### src/rtl/shift_sequencer_pkg.sv
// Shared encodings for the multi-pass shifter: FSM states, direction and fill selects.
package shift_sequencer_pkg;

   typedef enum logic [1:0] {
      IDLE,
      RUN,
      DONE
   } state_t;

   localparam logic DIR_LEFT  = 1'b1;
   localparam logic DIR_RIGHT = 1'b0;
   localparam logic FILL_ZERO = 1'b0;
   localparam logic FILL_EDGE = 1'b1;

endpackage

### src/rtl/shift_sequencer_step.sv
// Single combinational shift pass of 0..3 positions; vacated bits take zero or the
// edge bit (MSB for right shifts, LSB for left shifts).
module shift_step
   import shift_sequencer_pkg::*;
#(
   parameter int unsigned WIDTH = 4
) (
   input  logic [WIDTH-1:0] data,
   input  logic             dir,
   input  logic             fill,
   input  logic [1:0]       s,
   output logic [WIDTH-1:0] result
);

   logic        fill_bit;
   int unsigned sh;

   always_comb begin
      sh       = {30'd0, s};
      fill_bit = (fill == FILL_EDGE) && ((dir == DIR_LEFT) ? data[0] : data[WIDTH-1]);
      result   = '0;
      for (int unsigned i = 0; i < WIDTH; i++) begin
         if (dir == DIR_LEFT)
            result[i] = (i >= sh) ? data[i - sh] : fill_bit;
         else
            result[i] = (i + sh < WIDTH) ? data[i + sh] : fill_bit;
      end
   end

endmodule

### src/rtl/shift_sequencer.sv
// Multi-cycle shift sequencer: accepts a command, iterates shift_step until the
// clamped distance is consumed, then holds the result until it is taken.
module shift_sequencer
   import shift_sequencer_pkg::*;
#(
   parameter int unsigned WIDTH    = 4,
   parameter int unsigned AMT_W    = 4,
   parameter int unsigned MAX_STEP = 3
) (
   input  logic             clk,
   input  logic             rst,
   input  logic             cmd_valid,
   output logic             cmd_ready,
   input  logic [WIDTH-1:0] cmd_data,
   input  logic             cmd_dir,
   input  logic             cmd_fill,
   input  logic [AMT_W-1:0] cmd_amt,
   output logic             res_valid,
   input  logic             res_ready,
   output logic [WIDTH-1:0] res_data,
   output logic             busy
);

   state_t           state, state_nxt;
   logic [WIDTH-1:0] data_q;
   logic             dir_q;
   logic             fill_q;
   logic [AMT_W-1:0] rem_q;
   logic [AMT_W-1:0] amt_clamp;
   logic [AMT_W-1:0] step;
   logic [WIDTH-1:0] stage_out;
   logic             accept;

   // Clamping at WIDTH gives the all-fill result and bounds latency.
   assign amt_clamp = (cmd_amt > AMT_W'(WIDTH))    ? AMT_W'(WIDTH)    : cmd_amt;
   assign step      = (rem_q   > AMT_W'(MAX_STEP)) ? AMT_W'(MAX_STEP) : rem_q;

   assign cmd_ready = (state == IDLE) && !rst;
   assign accept    = cmd_valid && cmd_ready;
   assign res_valid = (state == DONE);
   assign res_data  = data_q;
   assign busy      = (state == RUN) || (state == DONE);

   shift_step #(.WIDTH(WIDTH)) u_step (
      .data   (data_q),
      .dir    (dir_q),
      .fill   (fill_q),
      .s      (step[1:0]),
      .result (stage_out)
   );

   always_comb begin
      state_nxt = state;
      unique case (state)
         IDLE: if (accept) state_nxt = (amt_clamp == '0) ? DONE : RUN;
         RUN:  if (rem_q == step) state_nxt = DONE;
         DONE: if (res_ready) state_nxt = IDLE;
         default: state_nxt = IDLE;
      endcase
   end

   always_ff @(posedge clk) begin
      if (rst) begin
         state  <= IDLE;
         data_q <= '0;
         dir_q  <= DIR_RIGHT;
         fill_q <= FILL_ZERO;
         rem_q  <= '0;
      end else begin
         state <= state_nxt;
         if (state == IDLE && accept) begin
            data_q <= cmd_data;
            dir_q  <= cmd_dir;
            fill_q <= cmd_fill;
            rem_q  <= amt_clamp;
         end else if (state == RUN) begin
            data_q <= stage_out;
            rem_q  <= rem_q - step;
         end
      end
   end

endmodule
### config.mk
export PLATFORM = sky130hd
export DESIGN_NAME = shift_sequencer
export DESIGN_NICKNAME = d
export VERILOG_FILES = /design/src/rtl/shift_sequencer_pkg.sv /design/src/rtl/shift_sequencer_step.sv /design/src/rtl/shift_sequencer.sv
export SDC_FILE = /design/constraint.sdc
export NUM_CORES = 1
export LEC_CHECK = 0
export CAP_MARGIN = 20
export CORE_ASPECT_RATIO = 1.2
export CORE_UTILIZATION = 46
export DETAILED_ROUTE_END_ITERATION = 8
export MAX_ROUTING_LAYER = met4
export PLACE_DENSITY = 0.82
export SLEW_MARGIN = 15
export SYNTH_ARGS = -nofsm -noshare
export SYNTH_HDL_FRONTEND = slang
export SYNTH_SLANG_ARGS = --single-unit
### constraint.sdc
create_clock -name clk -period 6.17 [get_ports clk]
set_clock_uncertainty 0.2 [all_clocks]
set_input_delay 0.9255 -clock clk [delete_from_list [all_inputs] [get_ports clk]]
set_output_delay 0.9255 -clock clk [all_outputs]
set_load 0.01 [all_outputs]
==> key figures <==
Outcome
  – Run status: completed

Logic synthesis
  – Post-synthesis adder-cell area fraction: 4.04%
  – YS warnings: 0
  – Distinct cell type count after synthesis: 42
  – Seq cells post-synth: 12
  – Area share of xor/xnor cells in the synthesized design: 0%
  – Synthesized instance count: 121
  – Multiplexer share of the synthesized area: 5.66%
  – Post-Synthesis Net Count: 138
  – Main combinational cell family by area after synthesis: compound AO/OA/AOI/OAI gates
  – Share of the synthesized area in compound gates (AO/OA/AOI/OAI): 32.1%
  – Post-synthesis sequential area ratio: 25.9%
  – Mean area per synthesized cell: 7.67 µm²
  – Simple-gate share of the synthesized area: 25.6%
  – Netlist area before placement: 928 µm²

Die
  – Total number of placement rows: 17
  – Ports placed on the boundary: 21
  – CORE AREA: 1870 µm²
  – Die height: 51.2 µm
  – Die footprint: 2200 µm²
  – Initial standard-cell utilization of the core: 49.6%
  – Horizontal die dimension: 43.0 µm

Placed design
  – Port Buffers: 20
  – Routability cong.: 0.826
  – DPL Wire Length: 1.64 mm
  – Count of placed standard cells including taps: 150

Cells and area
  – Multi-input logic area: 626 µm²
  – Fraction of layout instances using a drive strength above 1: 5.22%
  – Area added between synthesis and finish: 22.2%
  – Final antenna diode count: 0
  – Filler cell count: 197
  – Net count of the finished layout: 153
  – Area taken by flip-flops and latches: 240 µm²
  – Final cell count without fillers: 153

Clock tree
  – Clock latency of the later-clocked register in the worst-skew pair: 270 ps
  – Library cell used as clock root buffer: clkbuf_4
  – Number of levels in the clock H-tree: 1
  – Clock buffer count from CTS: 3
  – Post CTS Setup Buffer Count: 0
  – Clock net sink count: 12
  – Resized Gates After CTS: 0
  – Clock tree from TritonCTS: yes
  – Clk slew on worst S/H paths: 70 ps
  – Hold-fix buffers, CTS: 0
  – Maximum clock path buffer count: 2

Setup path
  – Required arrival time at the worst endpoint: 5040 ps
  – Family of cells with the greatest summed delay on the critical path: buffers and inverters
  – Largest stage delay, worst path: 690 ps
  – Startpoint class of the critical path: input pin
  – CP Buf/Inv Count: 2
  – Endpoint kind of the worst setup timing path: primary output
  – Register-to-Register Setup Slack: 4010 ps
  – Ordered list of cells on the worst path: clkdlybuf4s50_1 > nor2b_1 > clkdlybuf4s50_1
  – Critical path fanouts, max: 18
  – Setup CP Type: input pin to primary output
  – Critical-path cell with the highest stage delay: clkdlybuf4s50_1
  – Cell mode on critical path: clkdlybuf4s50_1
  – Data arrival time of the critical path: 2390 ps

Power and ir drop
  – Pwr Density: 311 nW/µm²
  – Switching fraction of total power: 39.9%
  – Fraction of power consumed by sequential logic: 33.8%
  – Sw power: 141 µW
  – Peak supply drop: 0.249 mV
  – Clock network fraction of design power: 13.6%
  – Leakage power: 0.000403 µW
  – Part of the total power dissipated in combinational logic: 52.6%
  – Internal power: 212 µW

GRT
  – Largest net degree at the start of global routing: 20
  – Number of global-route vias before repair: 863
  – Antenna violations before repair: 0
  – Global-route wire length before repair: 3.68 mm
  – Overflow left after global routing: 0
  – Overall Global Routing Usage: 22.0%

Timing
  – Number of max-slew violations in the final report: 0
  – Final worst path period need: 3510 ps
  – Setup tns final: 0 ps
  – Peak Freq: 285 MHz
  – Final Setup Violations: 0
  – Least-Margin Pin Slew: 569 ps
  – Final hold violations: 0
  – Final Cycle Share: 56.9%
  – RSZ-0062 raised after global routing: false
  – Relative max-transition margin: 62.0%

Detailed routing
  – Uppermost signal routing layer after detailed routing: met4
  – Via Count: 992
  – Total wirelength of the detailed-routed design: 2.17 mm
  – Detail Route met2 WL: 1.10 mm
  – Antenna violation net count after detailed routing: 0
  – Post-DR vias/cell: 6.48
  – Router iterations before antenna repair: 4
  – Avg WL per Cell: 14.2 µm
  – Number of violations reported at the end of detailed-routing iteration 0: 27
  – Routed length on met1: 939 µm
  – DRC violation count after routing: 0
  – Met3 wirelength from detailed routing: 102 µm

Min path
  – Type of the tightest min-delay check: flip-flop to flip-flop

Flow run
  – Reported max-cap violation count: 0
## power by group through the flow
stage	Clock, µW	Combinational [µW]	Sequential [µW]
6_report	48.0	186	119
4_1_cts	49.5	186	120
3_3_place_gp	0	183	120
3_5_place_dp	0	186	121
2_1_floorplan	0	135	110
5_1_grt	52.7	205	123
## synthesized netlist by cell type (all sizes together)
cell type	instances	share of area [%]
a211o	1	0.94
o311a	1	1.1
nor4	2	1.3
ha	3	4.0
o211ai	3	2.4
nor2	10	4.0
o21bai	2	1.6
nand3	5	2.7
o21ai	6	3.2
a2bb2oi	2	1.9
clkbuf	7	2.8
a21bo	1	1.1
a21oi	10	5.4
or4	1	0.81
inv	6	2.4
or3	1	0.67
a32o	1	1.1
a311oi	1	0.94
nand3b	5	4.0
a211oi	4	3.2
o31ai	1	0.81
o21a	2	1.6
nor3	3	1.6
nand2	5	2.0
nor2b	4	2.7
a2111oi	1	0.94
nor3b	2	1.6
o211a	1	1.1
nand4	2	1.3
or2	1	0.67
mux2i	3	3.2
and4b	1	1.1
a221oi	1	0.94
mux2	2	2.4
a221o	1	1.1
dfxtp	12	26
buf	3	1.5
o41ai	2	1.9
a21boi	1	0.81
and3b	1	0.94
## layout make-up
class                      count  area share [%]
timing repair buffer          20            17.6
clock buffer                   3            1.98
sequential                    12            21.2
multi-input combinational     93            55.1
inverter                       6            1.98
tap                           19            2.09
## per-layer routing
layer,vias to the layer above,track usage [%]
met3,2,2.83
met2,36,37.4
met4,0,6.57
li1,488,-
met1,466,27.3
met5,-,-
## worst min-delay path: cells and delay by family, from the launching register on
kind	cells	cell delay, ps
DFF	1	330
and+or+nand+nor	2	150
## cell usage in the layout, fill, tap and decap left out, types with 2 or more instances in the layout
| cell type | Yosys | final |
|---|---|---|
| nand3b_1 | 5 | 5 |
| inv_1 | 6 | 6 |
| o211ai_1 | 3 | 3 |
| dfxtp_1 | 12 | 12 |
| clkbuf_4 | 0 | 3 |
| clkdlybuf4s50_1 | 0 | 20 |
| nand3_1 | 5 | 5 |
| nor4_1 | 2 | 2 |
| o21a_1 | 2 | 2 |
| o41ai_1 | 2 | 2 |
| nand2_1 | 5 | 5 |
| nor2b_1 | 4 | 4 |
| mux2i_1 | 3 | 3 |
| a2bb2oi_1 | 2 | 2 |
| ha_1 | 3 | 3 |
| o21ai_0 | 5 | 5 |
| a211oi_1 | 4 | 4 |
| a21oi_1 | 10 | 10 |
| nor3_1 | 3 | 3 |
| nand4_1 | 2 | 2 |
| o21bai_1 | 2 | 2 |
| nor3b_1 | 2 | 2 |
| mux2_2 | 2 | 2 |
| nor2_1 | 10 | 10 |
## logic make-up (layout without fill, tap and decap cells)
kind of cell    count (synthesis)  after routing
compound gates                 42             42
flops                          12             12
mux                             5              5
simple gates                   43             43
buf+inv                        16             29
fa+ha+maj                       3              3
## per-stage QoR
stage                     hold WS [ps]  util (%)  total power, µW  setup slack [ps]  instance area, µm²
after CTS                          335      60.6              355              2640                1130
after detailed placement           322      59.4              307              2630                1110
after global routing               379      60.6              381              2560                1130
after global placement             309      59.4              303              2680                1110
after floorplan                    285         -              245              3500                 928
final                              324      60.6              353              2660                1130
## worst paths after layout
kind	from	endpoint	depth (start not counted)
worst max-delay path	rst	cmd_ready	3
worst min-delay path	state[1]	state[1]	2
worst max register to register	state[1]	state[0]	6
worst min register to register	state[1]	state[1]	2
## registers in the layout (all words and copies together), names as in the netlist
name      count
fill_q        1
dir_q         1
state         2
rem_q         4
res_data      4
No activity file was read; power rests on OpenSTA's default activity.
